`config.mk`:
```
export PLATFORM = sky130hd
export DESIGN_NAME = fb_access_arbiter
export DESIGN_NICKNAME = d
export VERILOG_FILES = /design/src/rtl/fb_access_arbiter.sv
export SDC_FILE = /design/constraint.sdc
export NUM_CORES = 1
export LEC_CHECK = 0
export CAP_MARGIN = 20
export CORE_UTILIZATION = 32
export CTS_BUF_LIST = sky130_fd_sc_hd__clkbuf_16
export DETAILED_ROUTE_END_ITERATION = 7
export GPL_ROUTABILITY_DRIVEN = 1
export GPL_TIMING_DRIVEN = 0
export PLACE_DENSITY = 0.66
export SLEW_MARGIN = 20
export SYNTH_ARGS = -nofsm -noshare
export SYNTH_HDL_FRONTEND = slang
export SYNTH_SLANG_ARGS = --single-unit
```
`constraint.sdc`:
```
create_clock -name clk -period 2.9 [get_ports clk]
set_input_delay 0.58 -clock clk [delete_from_list [all_inputs] [get_ports clk]]
set_output_delay 0.58 -clock clk [all_outputs]
set_load 0.01 [all_outputs]
```
`src/rtl/fb_access_arbiter.sv`:
```
// Shares the single Framebuffer port between a pixel writer and a chunk reader.
// Writer has priority; a starvation count bounds consecutive writes while a read waits.
module fb_access_arbiter #(
  parameter int FB_W         = 640,
  parameter int FB_H         = 480,
  parameter int WRITE_CYCLES = 3,
  parameter int READ_TIMEOUT = 64,
  parameter int MAX_WR_BURST = 4
) (
  input  logic          clk,
  input  logic          reset_n,
  input  logic          wr_req,
  input  logic [9:0]    wr_x,
  input  logic [9:0]    wr_y,
  input  logic [31:0]   wr_data,
  output logic          wr_ack,
  input  logic          rd_req,
  input  logic [9:0]    rd_x,
  input  logic [9:0]    rd_y,
  output logic          rd_ack,
  output logic [99:0]   rd_data,
  output logic          rd_timeout,
  output logic          range_err,
  output logic [9:0]    fb_x_pos,
  output logic [9:0]    fb_y_pos,
  output logic [31:0]   fb_data_in,
  output logic          fb_read,
  output logic          fb_write,
  input  logic [99:0]   fb_data_chunk,
  input  logic          fb_data_ready,
  output logic          busy
);

  localparam int CNT_MAX = (READ_TIMEOUT > WRITE_CYCLES) ? READ_TIMEOUT : WRITE_CYCLES;
  localparam int CNT_W   = $clog2(CNT_MAX + 1);
  localparam int ST_W    = $clog2(MAX_WR_BURST + 1);

  typedef enum logic [1:0] {
    IDLE  = 2'd0,
    WRITE = 2'd1,
    READ  = 2'd2,
    DONE  = 2'd3
  } state_t;

  state_t            state_r, next_state_s;
  logic [CNT_W-1:0]  cnt_r;
  logic [ST_W-1:0]   starve_r;
  logic [9:0]        x_r, y_r;
  logic [31:0]       data_r;
  logic [99:0]       rd_data_r;
  logic              wr_ack_r, rd_ack_r, rd_timeout_r, range_err_r;
  logic              fb_read_r, fb_write_r, busy_r;

  logic wr_oor_s, rd_oor_s, grant_oor_s;
  logic wr_grant_s, rd_grant_s;
  logic wr_done_s, rd_done_s, rd_expire_s;
  logic wr_ack_nxt_s, rd_ack_nxt_s, rd_timeout_nxt_s, range_err_nxt_s;
  logic fb_read_nxt_s, fb_write_nxt_s, busy_nxt_s;

  // Arbitration, range check and phase-completion conditions.
  always_comb begin
    wr_oor_s = ({1'b0, wr_x} >= 11'(FB_W)) || ({1'b0, wr_y} >= 11'(FB_H));
    rd_oor_s = ({1'b0, rd_x} >= 11'(FB_W)) || ({1'b0, rd_y} >= 11'(FB_H));
    if (state_r == IDLE) begin
      wr_grant_s = wr_req && (!rd_req || (starve_r < ST_W'(MAX_WR_BURST)));
      rd_grant_s = !wr_grant_s && rd_req;
    end else begin
      wr_grant_s = 1'b0;
      rd_grant_s = 1'b0;
    end
    grant_oor_s = wr_grant_s ? wr_oor_s : (rd_grant_s ? rd_oor_s : 1'b0);
    wr_done_s   = (state_r == WRITE) && (cnt_r == CNT_W'(WRITE_CYCLES - 1));
    rd_done_s   = (state_r == READ) && fb_data_ready;
    // Ready in the final wait cycle still counts as a successful read.
    rd_expire_s = (state_r == READ) && !fb_data_ready &&
                  (cnt_r == CNT_W'(READ_TIMEOUT - 1));
  end

  // State register.
  always_ff @(posedge clk or negedge reset_n) begin
    if (!reset_n) begin
      state_r <= IDLE;
    end else begin
      state_r <= next_state_s;
    end
  end

  // Next-state logic.
  always_comb begin
    next_state_s = state_r;
    case (state_r)
      IDLE: begin
        if (wr_grant_s) begin
          next_state_s = grant_oor_s ? DONE : WRITE;
        end else if (rd_grant_s) begin
          next_state_s = grant_oor_s ? DONE : READ;
        end else begin
          next_state_s = IDLE;
        end
      end
      WRITE: begin
        if (wr_done_s) begin
          next_state_s = DONE;
        end else begin
          next_state_s = WRITE;
        end
      end
      READ: begin
        if (rd_done_s || rd_expire_s) begin
          next_state_s = DONE;
        end else begin
          next_state_s = READ;
        end
      end
      DONE:    next_state_s = IDLE;
      default: next_state_s = IDLE;
    endcase
  end

  // Output decode; values land in registers on the same edge as the state.
  always_comb begin
    wr_ack_nxt_s     = wr_done_s;
    rd_ack_nxt_s     = rd_done_s;
    rd_timeout_nxt_s = rd_expire_s;
    range_err_nxt_s  = (wr_grant_s || rd_grant_s) && grant_oor_s;
    fb_write_nxt_s   = (next_state_s == WRITE);
    fb_read_nxt_s    = (next_state_s == READ);
    busy_nxt_s       = (next_state_s != IDLE);
  end

  // Registered status and strobe outputs.
  always_ff @(posedge clk or negedge reset_n) begin
    if (!reset_n) begin
      wr_ack_r     <= 1'b0;
      rd_ack_r     <= 1'b0;
      rd_timeout_r <= 1'b0;
      range_err_r  <= 1'b0;
      fb_write_r   <= 1'b0;
      fb_read_r    <= 1'b0;
      busy_r       <= 1'b0;
    end else begin
      wr_ack_r     <= wr_ack_nxt_s;
      rd_ack_r     <= rd_ack_nxt_s;
      rd_timeout_r <= rd_timeout_nxt_s;
      range_err_r  <= range_err_nxt_s;
      fb_write_r   <= fb_write_nxt_s;
      fb_read_r    <= fb_read_nxt_s;
      busy_r       <= busy_nxt_s;
    end
  end

  // Phase counter, starvation count, operand latches and read data.
  always_ff @(posedge clk or negedge reset_n) begin
    if (!reset_n) begin
      cnt_r     <= '0;
      starve_r  <= '0;
      x_r       <= 10'd0;
      y_r       <= 10'd0;
      data_r    <= 32'd0;
      rd_data_r <= 100'd0;
    end else begin
      if (next_state_s != state_r) begin
        cnt_r <= '0;
      end else if ((state_r == WRITE) || (state_r == READ)) begin
        cnt_r <= cnt_r + CNT_W'(1);
      end else begin
        cnt_r <= cnt_r;
      end

      if (state_r == IDLE) begin
        if (rd_grant_s || !rd_req) begin
          starve_r <= '0;
        end else if (wr_grant_s && (starve_r < ST_W'(MAX_WR_BURST))) begin
          starve_r <= starve_r + ST_W'(1);
        end else begin
          starve_r <= starve_r;
        end
      end else begin
        starve_r <= starve_r;
      end

      if (wr_grant_s) begin
        x_r    <= wr_x;
        y_r    <= wr_y;
        data_r <= wr_data;
      end else if (rd_grant_s) begin
        x_r <= rd_x;
        y_r <= rd_y;
      end else begin
        x_r <= x_r;
        y_r <= y_r;
      end

      if (rd_done_s) begin
        rd_data_r <= fb_data_chunk;
      end else begin
        rd_data_r <= rd_data_r;
      end
    end
  end

  assign wr_ack     = wr_ack_r;
  assign rd_ack     = rd_ack_r;
  assign rd_timeout = rd_timeout_r;
  assign range_err  = range_err_r;
  assign rd_data    = rd_data_r;
  assign fb_x_pos   = x_r;
  assign fb_y_pos   = y_r;
  assign fb_data_in = data_r;
  assign fb_write   = fb_write_r;
  assign fb_read    = fb_read_r;
  assign busy       = busy_r;

endmodule

```
## After elaboration in Yosys (flattened, before gate mapping)

Index checks and enable logic that the tools add are counted.
W data, S select, Z words.

| word-level totals | value |
|---|---|
| register bits | 171 |
| output and inout port bits | 159 |
| logic and storage cells | 72 |

| cells by class | value |
|---|---|
| add/sub/neg operators | 2 |
| order comparisons | 5 |
| eq/ne operators | 8 |
| muxes and demuxes | 19 |
| reductions and logical operators | 24 |

Operators by type and width:

| kind | number |
|---|---|
| $mux W10 | 4 |
| $ge A10 B10 Y1 const B | 2 |
| $ge A10 B9 Y1 const B | 2 |
| $mux W7 | 2 |
| $logic_and A1 B1 Y1 | 8 |
| $mux W2 | 4 |
| $pmux W2 S4 | 1 |
| $reduce_bool A2 Y1 | 4 |
| $add A7 B1 Y7 const B | 1 |
| $eq A7 B2 Y1 const B | 1 |
| $eq A7 B6 Y1 const B | 1 |
| $logic_or A1 B1 Y1 | 7 |
| $eq A2 B2 Y1 const B | 3 |
| $mux W1 | 6 |
| $mux W3 | 2 |
| $eq A2 B1 Y1 const B | 2 |
| $add A3 B1 Y3 const B | 1 |
| $logic_not A1 Y1 | 3 |
| $lt A3 B3 Y1 const B | 1 |
| $logic_not A2 Y1 | 1 |
| $ne A2 B2 Y1 | 1 |
| $reduce_and A2 Y1 | 1 |

## Longest topological paths before layout

Gate-level depths: netlist of the first run.

| logic depth | value |
|---|---|
| depth in word-level cells | 14 |
| gate-level depth with buffers | 8 |
| gate-level depth less buffers | 7 |

## Least setup slack after synthesis of the first run

Ideal clock, no wire load.

| timing path | value |
|---|---|
| path kind | reg-to-reg |
| start point | register state_r[1] |
| end point | register cnt_r[1] |
| data arrival time | 1.782 ns |
| required time | 2.793 ns |
| setup slack | 1.011 ns |
| stages on the path, launching flop included | 9 |
| clock period less this slack | 1.889 ns |
| path through | dfrtp_1 inv_1 ha_1 buf_6 inv_2 or3_4 o311ai_4 xnor2_2 a2111oi_4 |

| between the ends | value |
|---|---|
| longest elaborated chain between the ends | 10 |

RTL lines:

| item | RTL line | RTL |
|---|---|---|
| from (decl) | 45 | `state_t state_r, next_state_s;` |
| from (signal assigned) | 84 | `state_r <= next_state_s;` |
| $logic_not A2 Y1 | 64, 91 |  |
| $mux W1 | 64 | `if (state_r == IDLE) begin` |
| $mux W1 (2 in series) | 71 | `grant_oor_s = wr_grant_s ? wr_oor_s : (rd_grant_s ? rd_oor_s : 1'b0);` |
| $mux W1 | 96 | `next_state_s = grant_oor_s ? DONE : READ;` |
| $mux W2 | 95 | `end else if (rd_grant_s) begin` |
| $mux W2 | 93 | `if (wr_grant_s) begin` |
| $pmux W2 S4 | 91 | `case (state_r)` |
| $ne A2 B2 Y1 | 162 | `if (next_state_s != state_r) begin` |
| $mux W7 / $reduce_bool A2 Y1 (equally long branches) | -- |  |
| to (signal assigned) | 165 | `cnt_r <= cnt_r + CNT_W'(1);` |
| to (signal assigned) | 167 | `cnt_r <= cnt_r;` |
| to (decl) | 46 | `logic [CNT_W-1:0] cnt_r;` |

Parallel ways exist; a longest one is shown, timed or not.
A chain may end at the register's enable or synchronous reset.

## Worst setup path after layout of the first run

| timing path | value |
|---|---|
| start point | register state_r[0] |
| end point | register rd_data_r[95] (netlist: rd_data[95]) |

| between the ends | value |
|---|---|
| longest elaborated chain between the ends | 2 |

RTL lines:

| item | RTL line | RTL |
|---|---|---|
| $eq A2 B2 Y1 | 73 | `rd_done_s = (state_r == READ) && fb_data_ready;` |
| $logic_and A1 B1 Y1 | 73 |  |
| named net rd_ack_nxt_s | 57 | `logic wr_ack_nxt_s, rd_ack_nxt_s, rd_timeout_nxt_s, range_err_nxt_s;` |
| to (signal assigned) | 195 | `rd_data_r <= fb_data_chunk;` |
| to (signal assigned) | 197 | `rd_data_r <= rd_data_r;` |
| to (decl) | 50 | `logic [99:0] rd_data_r;` |

The timed path passes the listed nets, and every way through them passes these cells.

==> results list, run 1 <==
* Post-synthesis simple-gate area fraction: 0.0394
- Clock-pin slew was measured on the worst setup and hold paths at 0.07 ns.
* Slowest Stage Delay on Critical Path: 0.46 ns
- Total Negative Setup Slacks: 0 ns
* Port Buf Inserts: 335
- The worst-case IR drop observed on VDD is 418 µV.
- Among all flip-flop cells after synthesis, the most frequent one is sky130_fd_sc_hd__dfrtp_1.
- Die outline width: 148 µm
- Antenna viol nets, final: 0
* Start point of the critical path: state_r[0]
* Clock buffer depth: 2
- Required time at the endpoint of the critical path: 3.19 ns
- For this design the ratio of total power to cell area is 1050 nW/µm².
* Source of the worst register-to-register timing path: state_r[0]
- Once layout is complete, the utilization of the core stands at 0.541.
* CTS Buf Count: 17
- The count of endpoints failing hold in the final timing report was 0.
- Measured against its own limit, the worst slew margin works out to 0.499.
* Final antenna diode count: 0
- The share of the Yosys chip area taken by registers is 0.630.
- Placed Instances: 1061
- Row count: 52
- Data arrival at the endpoint of the critical path: 2.63 ns
- After synthesis the cells add up to 6790 µm².
- For this run, the total global-route usage over all layers was measured as 0.172.
- In this run, post-CTS hold repair placed 0 buffers.
- H-tree levels: 4
* Compound-cell area share of the yosys netlist: 0.0387
- The design draws 11.6 mW.
* Top delay family on crit path: buffers and inverters
* Global-route wire length before repair: 29000 µm
* Portion of the clock cycle consumed by the worst path in the final layout: 0.807
- Die Y: 148 µm
- The Yosys step of the flow raised 0 warnings.
* Number of vias in the routed layout: 4960
- TritonCTS built the clock tree.
* Gate count after technology mapping: 455
- The congestion estimate from routability-driven global placement came to 0.767.
- Buffering stage count on the worst path with inverters included: 3
- After synthesis, the largest family of logic cells by area is multiplexers.
- In the final routed layout, each cell accounts on average for 16.8 µm.
- Pin placement for this block handled 336 I/O pins.
- The final layout contains routed wiring with a total length of 18400 µm.
- The worst setup path is captured at a flip-flop.
* Half-perimeter wire length of the detailed placement result: 14100 µm
- Die outline area: 21800 µm²
- Traced cell by cell, the critical path runs through inv_1, ha_1, and2_1, clkbuf_1, buf_1, mux2_2.
* Placeable core region: 20500 µm²
- Run status: complete, no violations
- Slew at the pin closest to its max-slew limit: 0.751 ns
- Post-synth EDFFs: 0
* Vias in the first global route: 5367
- After synthesis, the share of flip-flops with an asynchronous set or reset is 1.00.
- Crit start category: flip-flop
- Across the routed clock network, the largest skew measured is 0.0122 ns.
* # setup viols final: 0
- Area share of fa/ha/maj cells after synthesis: 0.0111
* Post-synthesis net count: 638
* Count of instances resized after the clock tree is built: 0
- DRC violation count after routing: 0
* Pin count of the biggest net entering global routing: 89
- At the placement stage, the worst setup path has a slack of 0.126 ns.
- Number of sinks driven by the clock tree: 171
- 1st-iter DRT viols: 95
* Insertion delay to the later sink of the worst-skew pair: 0.42 ns
* Total Nets Final: 993
- Setup repair after global routing left no endpoint under its margin.
- Worst-path cell with the longest stage delay: sky130_fd_sc_hd__buf_1
- Initial Utilization: 0.331
- Counting flops and latches in the post-synthesis netlist gives 171.
* Slew Viols, Final: 0
* Share of synthesized area spent on multiplexers: 0.250
* Area overhead of the layout relative to synthesis: 63.2%
- Leakage component of the power: 4.68 nW
- First drt pass iteration count: 4
* Tmin final: 2.34 ns
- By startpoint and endpoint, the worst setup path is classified as flip-flop to flip-flop.
* CTS root buffer: sky130_fd_sc_hd__clkbuf_16
- A synthesized cell averages 14.9 µm².
- Grt ovf: 0
- Final worst setup slack: 0.560 ns
- Highest clock frequency the design can meet: 0.427 GHz
- Counting distinct cell types in the post-synthesis netlist gives 39.
- Post-CTS Setup Repair Bufs: 0
- Antenna violations before repair: 0
- In this run the worst hold path is classified as primary input to asynchronous set/reset pin.
- The tool flagged a number of max-cap violations equal to 0.
- Fraction of synthesized cell area in xor and xnor cells: 0.0125
- In this run the worst path has a maximum fanout of 10.
* Via count normalized by instance count: 4.54
- In the final layout, the share of cells above drive strength 1 is 0.225.
- Number of cells in the finished layout apart from fillers: 1093
[flip-flops by register name, indices dropped and copies added (netlist names), 2 cells and up]
register,flops
fb_data_in,32
cnt_r,7
fb_x_pos,10
fb_y_pos,10
rd_data,100
starve_r,3
state_r,2
[cells in the mapped netlist, drive strengths merged (2+ instances only)]
cell	count	area (µm²)
o21ai	3	15.0
buf	13	67.6
nand3	2	10.0
nor2	26	97.6
nor3	7	35.0
nand2	7	26.3
clkbuf	9	33.8
mux2	133	1500
inv	6	22.5
xnor2	5	58.8
and2	3	18.8
mux2i	20	200
nand2b	2	12.5
o311ai	2	42.6
nand4	3	18.8
ha	6	75.1
a21oi	20	100
xor2	3	26.3
dfrtp	171	4280
[through the flow]
| stage | hold slack [ns] | instance area [µm²] |
|---|---|---|
| global route | 0.167 | 11100 |
| floorplan | 0.284 | 6790 |
| detailed placement | 0.492 | 10500 |
| global placement | 0.478 | 10500 |
| finish | 0.133 | 11100 |
| CTS | 0.154 | 11100 |
[final timing paths]
check / end / slack [ns] / cells past startpoint
min in group clk: fb_data_in[20] / 0.50 / 1
max: rd_data[95] / 0.56 / 6
min reg2reg: fb_data_in[20] / 0.50 / 1
min: fb_x_pos[7] / 0.13 / 1
max in group asynchronous: rd_data[87] / 1.92 / 2
max reg2reg: rd_data[95] / 0.56 / 6
[metal layers]
layer  vias up  track usage  wire length [µm]
met4         0       0.0603               287
met1      2395        0.196              7210
met5         -            0                 0
met2       230        0.299              9200
met3        19       0.0583              1680
li1       2316            -                 -
[where the power goes]
group	internal [mW]	switching, mW
clock	1.20	0.997
combinational	3.23	2.06
sequential	3.53	0.592
total	7.96	3.65
[cell families after synthesis]
family,count (synthesis)
compound gates,34
xor+xnor,8
fa+ha+maj,6
buf+inv,28
flops,171
mux,153
simple gates,55
[layout by cell type (no fill, tap or decap), types with 5 or more instances in the layout]
master,netlist,final
sky130_fd_sc_hd__clkdlybuf4s50_1,0,334
sky130_fd_sc_hd__dfrtp_1,171,171
sky130_fd_sc_hd__mux2_2,133,133
sky130_fd_sc_hd__nor2_1,26,26
sky130_fd_sc_hd__mux2i_1,20,20
sky130_fd_sc_hd__a21oi_1,20,20
sky130_fd_sc_hd__clkbuf_16,0,17
sky130_fd_sc_hd__clkbuf_1,9,9
sky130_fd_sc_hd__buf_2,9,9
sky130_fd_sc_hd__nor3_1,7,7
sky130_fd_sc_hd__nand2_1,7,7
sky130_fd_sc_hd__inv_1,5,6
sky130_fd_sc_hd__ha_1,6,6
sky130_fd_sc_hd__clkinv_4,0,5
[layout make-up]
cell class	count	area, µm²
well taps	270	338
repair buffers	336	3390
inverters	6	22.5
multi-input cells	256	2390
fillers	1711	9410
clock inverters	15	141
flip-flops and latches	171	4280
plain buffers	22	101
clock buffers	17	425
Power figures use the tool's default switching activity.
==> inputs of run 2 (changes only) <==
Settings changed: PLACE_DENSITY 0.66 to 0.69.
Clock period 2.9 ns to 1.97 ns, I/O delays scaled along.
==> run 2 against run 1 <==
Worst setup slack worse by 0.47 ns. Largest cell class unchanged. Routed wire length grew 0.87%. Critical path depth stayed put. Largest power group unchanged. Cell count up 0.55%. Design area grew 1.2%. Count of clock-buffer cells in the layout stayed put. Sequential power up 45%. Highest routed layer unchanged. Global-route usage decreased by 0.13 points.
==> results list, run 2 (synthesis results as in run 1) <==
* Overall routing resource usage: 0.170 (was 0.172)
- The top metal layer carrying routed signals was met4 (unchanged).
- Skew final: 0.0124 ns (was 0.0122 ns)
- The placed instance area is 10500 µm² (unchanged).
* Net switching power figure: 5.46 mW (was 3.65 mW)
* Crit start category: primary input (was flip-flop)
* Met1 wire length: 7630 µm (was 7210 µm)
- Met2 wire length: 9050 µm (was 9200 µm)
- CTS root buffer: sky130_fd_sc_hd__clkbuf_16 (unchanged)
- The number of standard cells in the layout, taps in and fillers out is 1099 (was 1093).
- The type of the setup path with the least slack is primary input to flip-flop (was flip-flop to flip-flop).
- The layout net count came to 1000 (was 993).
* Hold WC Path Type: flip-flop to flip-flop (was primary input to asynchronous set/reset pin)
- Final worst setup slack: 0.0892 ns (was 0.560 ns)
- Die outline width: 148 µm (unchanged)
* Portion of the clock cycle consumed by the worst path in the final layout: 0.955
- The row count was 52 (unchanged).
- Unrepaired setup endpoints after global routing: yes (was no)
* Pin count of the biggest net entering global routing: 95 (was 89)
- The power share of the clock group was 0.181 (was 0.189).
- The average routed wire per standard cell was 16.9 µm (was 16.8 µm).
- The flip-flop count of the largest register, all copies and words added came to 100 (unchanged).
- The relative area change from synthesis to final layout is 65.1% (was 63.2%).
- # setup viols final: 0 (unchanged)
- The initial antenna violation count is 0 (unchanged).
* Final Cell Area: 11200 µm² (was 11100 µm²)
- Port Buf Inserts: 335 (unchanged)
- Top library cells by usage in the layout, fill and taps aside: sky130_fd_sc_hd__clkdlybuf4s50_1 (334), sky130_fd_sc_hd__dfrtp_1 (170), sky130_fd_sc_hd__mux2_2 (133), sky130_fd_sc_hd__nor2_1 (26) (was sky130_fd_sc_hd__clkdlybuf4s50_1 (334), sky130_fd_sc_hd__dfrtp_1 (171), sky130_fd_sc_hd__mux2_2 (133), sky130_fd_sc_hd__nor2_1 (26)).
* CTS Buf Count: 17 (unchanged)
- Number of hold-slack violations in the final timing report: 0 (unchanged)
- Grt ovf: 0 (unchanged)
* 1st-iter DRT viols: 112 (was 95)
* Number of top-level design ports: 336 (unchanged)
- Max FO, Critical Path: 7 (was 10)
- Internal power summed over all cells: 11.8 mW (was 7.96 mW)
- Max_slew headroom: 0.579 (was 0.499)
- For hold timing, the worst endpoint is rd_data[81].
- The power density normalized to cell area came to 1540 nW/µm² (was 1050 nW/µm²).
- Via count normalized by instance count: 4.54 (about the same)
* Tmin final: 1.88 ns
- The sum of met3 wire segment lengths after detailed routing was 1630 µm (was 1680 µm).
* Detailed Route WL: 18500 µm (was 18400 µm)
- The number of routed nets with antenna violations is 0 (unchanged).
- The effective utilization at floorplan came to 0.331 (unchanged).
* Switching Share: 0.316 (was 0.315)
- First drt pass iteration count: 4 (unchanged)
- The clock latency on the worst-skew pair was 0.42 ns (about the same).
- Worst setup slack for register-to-register paths: 0.09 ns (was 0.56 ns)
* Placed Instances: 1061 (unchanged)
* Run status: complete, no violations (unchanged)
- The total clock sinks was 171 (unchanged).
* H-tree levels: 4 (unchanged)
- Share of power burned in combinational logic: 0.472 (was 0.456)
- The post-route total power is 17.3 mW (was 11.6 mW).
- The count of final max-slew check failures is 0 (unchanged).
- The post-CTS clock slew at the launch and capture registers of the worst setup and hold paths came to 0.07 ns (about the same).
* Final antenna diode count: 0 (unchanged)
- Along the worst hold path, the cell count comes to 1.
- Top delay family on crit path: compound AO/OA/AOI/OAI gates (was buffers and inverters)
- Vias in the first global route: 5123 (was 5367)
- Highest clock frequency the design can meet: 0.532 GHz
- The final HPWL from detailed placement came to 13900 µm (was 14100 µm).
- Die outline area: 21800 µm² (unchanged)
* Data arrival at the endpoint of the critical path: 2.19 ns (was 2.63 ns)
- Global-route wire length before repair: 28600 µm (was 29000 µm)
- The standby leakage power is 4.73 nW (was 4.68 nW).
- Worst-path cell with the longest stage delay: sky130_fd_sc_hd__o311ai_2 (was sky130_fd_sc_hd__buf_1)
- Final weighted congestion of routability-driven global placement: 0.763 (was 0.767)
- The max capacitance violation total was 0 (unchanged).
* Count of cells along the worst register-to-register path: 7 (was 6)
- The number of remaining DRC errors is 0 (unchanged).
- Critical Path End Type: flip-flop (unchanged)
* Critical path cell sequence: clkdlybuf4s50_1, o21a_1, o311ai_2, o211ai_4, xnor2_4, a2111oi_4 (was inv_1, ha_1, and2_1, clkbuf_1, buf_1, mux2_2)
- The deepest clock path buffer count came to 2 (unchanged).
- Number of vias in the routed layout: 4986 (was 4960)
- Die Y: 148 µm (unchanged)
- Most common cell after layout, fill and taps aside: sky130_fd_sc_hd__clkdlybuf4s50_1 (unchanged)
- Worst-case vdd ir drop: 701 µV (was 418 µV)
- Startpoint of the worst hold path: rd_data[81]
- TritonCTS clock tree: yes (unchanged)
- Source of the worst register-to-register timing path: state_r[1] (was state_r[0])
- Slew at the pin closest to its max-slew limit: 0.632 ns (was 0.751 ns)
- Required time at the endpoint of the critical path: 2.28 ns (was 3.19 ns)
* Slowest Stage Delay on Critical Path: 0.44 ns (was 0.46 ns)
- The fraction of layout instances using a drive strength above 1 came to 0.246 (was 0.225).
* Worst reg2reg endpoint: cnt_r[1] (was rd_data[95])
- The worst slack at placement is -0.701 ns (was 0.126 ns).
- The sequential cell fraction of total power is 0.347 (was 0.355).
- The total buffers and inverters traversed by the critical path came to 1 (was 3).
* Placeable core region: 20500 µm² (unchanged)
-- run 2: cell types whose count changed in the layout (fill, tap and decap cells not counted), sizes merged --
cell,previous run,this run
bufinv,1,0
clkinvlp,2,4
inv,11,13
clkbuf,26,25
buf,15,22
clkinv,7,3
dlygate4sd3,0,1
-- run 2: power by group through the flow --
| stage | sequential (mW) | combinational (mW) | clock (mW) |
|---|---|---|---|
| finish | 5.99 | 8.15 | 3.13 |
| global route | 6.21 | 8.66 | 3.38 |
| floorplan | 6.82 | 2.68 | 0 |
| global placement | 6.00 | 7.84 | 0 |
| detailed placement | 6.08 | 7.89 | 0 |
| CTS | 6.01 | 8.18 | 3.22 |
-- run 2: timing repair --
action / in CTS / in global routing
buffers inserted: 5 / 1
setup endpoints to repair: 146 / 86
gates resized for setup: 20 / 21
endpoints found under the hold margin: 69 / 0
pin swaps: 2 / 3
hold buffers: 1 / 0
-- run 2: layer usage --
layer,up-vias,track usage
li1,2322,-
met1,2423,0.205
met2,223,0.287
met3,18,0.0562
met4,0,0.0567
met5,-,0
-- run 2: how the worst max path moves through the flow --
| stage | startpoint | to | slack [ns] | cells after the start |
|---|---|---|---|---|
| 2_1_floorplan | state_r[1] | cnt_r[1] | 0.08 | 8 |
| 3_3_place_gp | reset_n | rd_data[79] | -6.88 | 1 |
| 3_5_place_dp | wr_req | fb_y_pos[0] | -0.70 | 6 |
| 4_1_cts | state_r[0] | cnt_r[1] | 0.02 | 8 |
| 5_1_grt | state_r[1] | cnt_r[1] | -0.06 | 7 |
| 6_report | wr_x[8] | cnt_r[1] | 0.09 | 6 |
-- run 2: through the flow --
stage	util	TNS [ns]	hold slack, ns
floorplan	-	0	0.0984
global placement	0.511	-1247.04	0.478
detailed placement	0.513	-78.35	0.412
CTS	0.545	0	0.509
global route	0.547	-0.0791	0.516
finish	0.547	0	0.503
-- run 2: cell type report --
class,instances,area (µm²)
clock buffers,17,425
clock inverters,14,113
inverters,6,22.5
repair buffers,343,3450
multi-input cells,256,2430
flip-flops and latches,171,4280
fillers,1848,9280
plain buffers,22,151
well taps,270,338
==> inputs of run 3 (changes only) <==
Settings changed: CTS_CLUSTER_DIAMETER from default to 150, PLACE_DENSITY 0.69 to 0.66.
Clock period 1.97 ns to 2.15 ns, I/O delays scaled along.
==> run 3 against run 2 <==
The flow now finishes with violations (negative hold slack). Worst setup slack worse by 0.0079 ns. Count of clock-buffer cells in the layout stayed put. Clock skew rose by 0.00085 ns. Register-to-register slack is essentially flat. Critical path depth is 2 higher. Utilization is 0.59 points lower. Routed wire length shrank 0.94%. Via count shrank 0.72%. Sequential cell count is the same. Total power fell by 9.3%. First-iteration DRC count is 16% lower. Highest routed layer unchanged.
==> results list, run 3 (synthesis results as in run 1) <==
- Layout cell share with drive strength beyond 1: 0.235 (was 0.246)
- Critical path type: flip-flop to flip-flop (was primary input to flip-flop)
- Half-perimeter wire length of the detailed placement result: 14100 µm (was 13900 µm)
* Tmin final: 2.07 ns
- The number of antenna repair diodes is 0 (unchanged).
- # setup viols final: 0 (unchanged)
- Port Buf Inserts: 335 (unchanged)
- Grt ovf: 0 (unchanged)
- Share of power burned in combinational logic: 0.456 (was 0.472)
- Critical path cell sequence: inv_1, ha_1, buf_6, inv_2, or3_4, o311ai_4, xnor2_2, a2111oi_4 (was clkdlybuf4s50_1, o21a_1, o311ai_2, o211ai_4, xnor2_4, a2111oi_4).
* CTS Buf Count: 17 (unchanged)
- The clock latency on the worst-skew pair is 0.42 ns (about the same).
- Area overhead of the layout relative to synthesis: 63.4% (was 65.1%)
* Post-DR wirelength/cell: 16.8 µm (was 16.9 µm)
- Cts hold-fix bufs: 0 (was 1)
* Number of top-level design ports: 336 (unchanged)
- Highest routing layer actually used: met4 (unchanged)
- The count of endpoints failing hold in the final timing report was 7 (was 0).
- Finished Core Util: 0.541 (was 0.547)
- Slew Viols, Final: 0 (unchanged)
- Max_slew headroom: 0.566 (was 0.579)
* TritonCTS clock tree: yes (unchanged)
* Most common cell after layout, fill and taps aside: sky130_fd_sc_hd__clkdlybuf4s50_1 (unchanged)
- Top library cells by usage in the layout, fill and taps aside: sky130_fd_sc_hd__clkdlybuf4s50_1 (334), sky130_fd_sc_hd__dfrtp_1 (171), sky130_fd_sc_hd__mux2_2 (133), sky130_fd_sc_hd__nor2_1 (26) (was sky130_fd_sc_hd__clkdlybuf4s50_1 (334), sky130_fd_sc_hd__dfrtp_1 (170), sky130_fd_sc_hd__mux2_2 (133), sky130_fd_sc_hd__nor2_1 (26)).
- Global-route wire length before repair: 29000 µm (was 28600 µm)
- The data required time of the worst path came to 2.46 ns (was 2.28 ns).
- The endpoint type of the worst setup path was a flip-flop (unchanged).
- The area taken by flip-flops and latches came to 4280 µm² (about the same).
- Slew at the pin closest to its max-slew limit: 0.651 ns (was 0.632 ns)
* Count of maximum capacitance violations: 0 (unchanged)
* Met2 wire length: 9250 µm (was 9050 µm)
* Die outline area: 21800 µm² (unchanged)
- Via count normalized by instance count: 4.53 (was 4.54)
* Final Hold Slack: -0.0155 ns (was 0.503 ns)
* Buffering stage count on the worst path with inverters included: 3 (was 1)
- The checks that failed: negative hold slack.
- Vias in the first global route: 5367 (was 5123)
- Met3 wire length: 1670 µm (was 1630 µm)
* Proportion of power drawn by the clock network: 0.189 (was 0.181)
* Antenna viol nets, final: 0 (unchanged)
* Worst-case vdd ir drop: 563 µV (was 701 µV)
- Leakage component of the power: 4.70 nW (was 4.73 nW)
- The routed metal-1 wirelength was 7200 µm (was 7630 µm).
- DRC violation count after routing: 0 (unchanged)
- Data arrival at the endpoint of the critical path: 2.38 ns (was 2.19 ns)
- Detailed Route WL: 18400 µm (was 18500 µm)
- The setup fix buffers added after clock tree synthesis is 0 (was 5).
- The number of fill cells came to 1709 (was 1848).
- The die span in x was 148 µm (unchanged).
* Crit start category: flip-flop (was primary input)
- Final weighted congestion of routability-driven global placement: 0.767 (was 0.763)
* Max FO, Critical Path: 10 (was 7)
- The library cell used as clock root buffer is sky130_fd_sc_hd__clkbuf_16 (unchanged).
- Unrepaired setup endpoints after global routing: yes (unchanged)
* Placeable core region: 20500 µm² (unchanged)
- Internal power summed over all cells: 10.7 mW (was 11.8 mW)
- Die Y: 148 µm (unchanged)
- The largest net degree at the start of global routing came to 89 (was 95).
- Slowest Stage Delay on Critical Path: 0.40 ns (was 0.44 ns)
- The cell family contributing the most delay on the critical path is compound AO/OA/AOI/OAI gates (unchanged).
- Initial Utilization: 0.331 (unchanged)
- Row count: 52 (unchanged)
- The deepest clock path buffer count is 2 (unchanged).
- Fraction of power consumed by sequential logic: 0.355 (was 0.347)
- The maximum level of the CTS H-tree was 4 (unchanged).
- The number of optimization iterations in the first detailed-route pass is 4 (unchanged).
- Highest clock frequency the design can meet: 0.483 GHz
- Net switching power figure: 4.93 mW (was 5.46 mW)
- The post-CTS clock slew at the launch and capture registers of the worst setup and hold paths came to 0.07 ns (about the same).
- Switching Share: 0.314 (was 0.316)
* Area taken by multi-input logic gates: 2390 µm² (was 2430 µm²)
* Number of sinks driven by the clock tree: 171 (unchanged)
* Worst-path cell with the longest stage delay: sky130_fd_sc_hd__or3_4 (was sky130_fd_sc_hd__o311ai_2)
- Number of vias in the routed layout: 4950 (was 4986)
- 1st-iter DRT viols: 94 (was 112)
* Number of flip-flops in the largest register: 100 (unchanged)
- The global-route usage over all layers is 0.172 (was 0.170).
* Antenna violations before repair: 0 (unchanged)
* Skew final: 0.0133 ns (was 0.0124 ns)
- Portion of the clock cycle consumed by the worst path in the final layout: 0.962
* Power density over cell area: 1410 nW/µm² (was 1540 nW/µm²)
- Total Nets Final: 993 (was 1000)
* Run status: complete, but fails checks (was complete, no violations)
- The path type of the worst min-delay path was primary input to asynchronous set/reset pin (was flip-flop to flip-flop).
-- run 3: layer usage --
metal	vias up	global-route usage
met5	-	0
met4	0	0.0603
met1	2393	0.196
li1	2315	-
met3	16	0.0583
met2	226	0.299
-- run 3: power by group through the flow --
| stage | logic (mW) | clock network (mW) | registers, mW |
|---|---|---|---|
| final | 7.15 | 2.96 | 5.56 |
| after global routing | 7.62 | 3.19 | 5.77 |
| after CTS | 7.27 | 3.08 | 5.58 |
| after detailed placement | 7.24 | 0 | 5.61 |
| after global placement | 7.12 | 0 | 5.53 |
| after floorplan | 2.46 | 0 | 6.25 |
-- run 3: final cells by class --
cell class,count,share of cell area
clock buffers,17,0.0383
flip-flops and latches,171,0.386
multi-input cells,256,0.215
repair buffers,336,0.305
well taps,270,0.0304
clock inverters,15,0.0127
inverters,6,0.00203
plain buffers,22,0.0103
-- run 3: path summary, 6_finish.rpt --
kind,start,end,slack [ns],depth (start not counted)
worst max-delay path,state_r[1],cnt_r[1],0.08,8
worst min-delay path,reset_n,fb_x_pos[7],-0.02,1
min in group clk,fb_data_in[20],fb_data_in[20],0.50,1
max in group asynchronous,reset_n,rd_data[87],1.32,2
worst min register to register,fb_data_in[20],fb_data_in[20],0.50,1
worst max register to register,state_r[1],cnt_r[1],0.08,8
-- run 3: repair_timing --
| action | CTS | global route |
|---|---|---|
| endpoints found under the setup margin | 109 | 30 |
| cloned | 0 | 0 |
| resized for setup | 6 | 5 |
-- run 3: worst register-to-register path: cells and delay by family, from the launching register on --
kind / cells / cell delay [ns]
DFF: 1 / 0.39
buffers and inverters: 3 / 0.37
AOI/OAI and AO/OA: 2 / 0.42
and+or+nand+nor: 1 / 0.40
adders and majority gates: 1 / 0.19
xor gates and xnor gates: 1 / 0.21
-- run 3: stage by stage --
step	area, µm²	setup slack (ns)	power (mW)	cells	TNS (ns)
2_1_floorplan	6790	0.261	8.71	455	0
3_3_place_gp	10500	-6.15	12.6	1060	-1092.50
3_5_place_dp	10500	-0.474	12.9	1061	-43.53
4_1_cts	11100	0.0178	15.9	1093	0
5_1_grt	11100	-0.0521	16.6	1093	-0.0521
6_report	11100	0.0813	15.7	1093	0
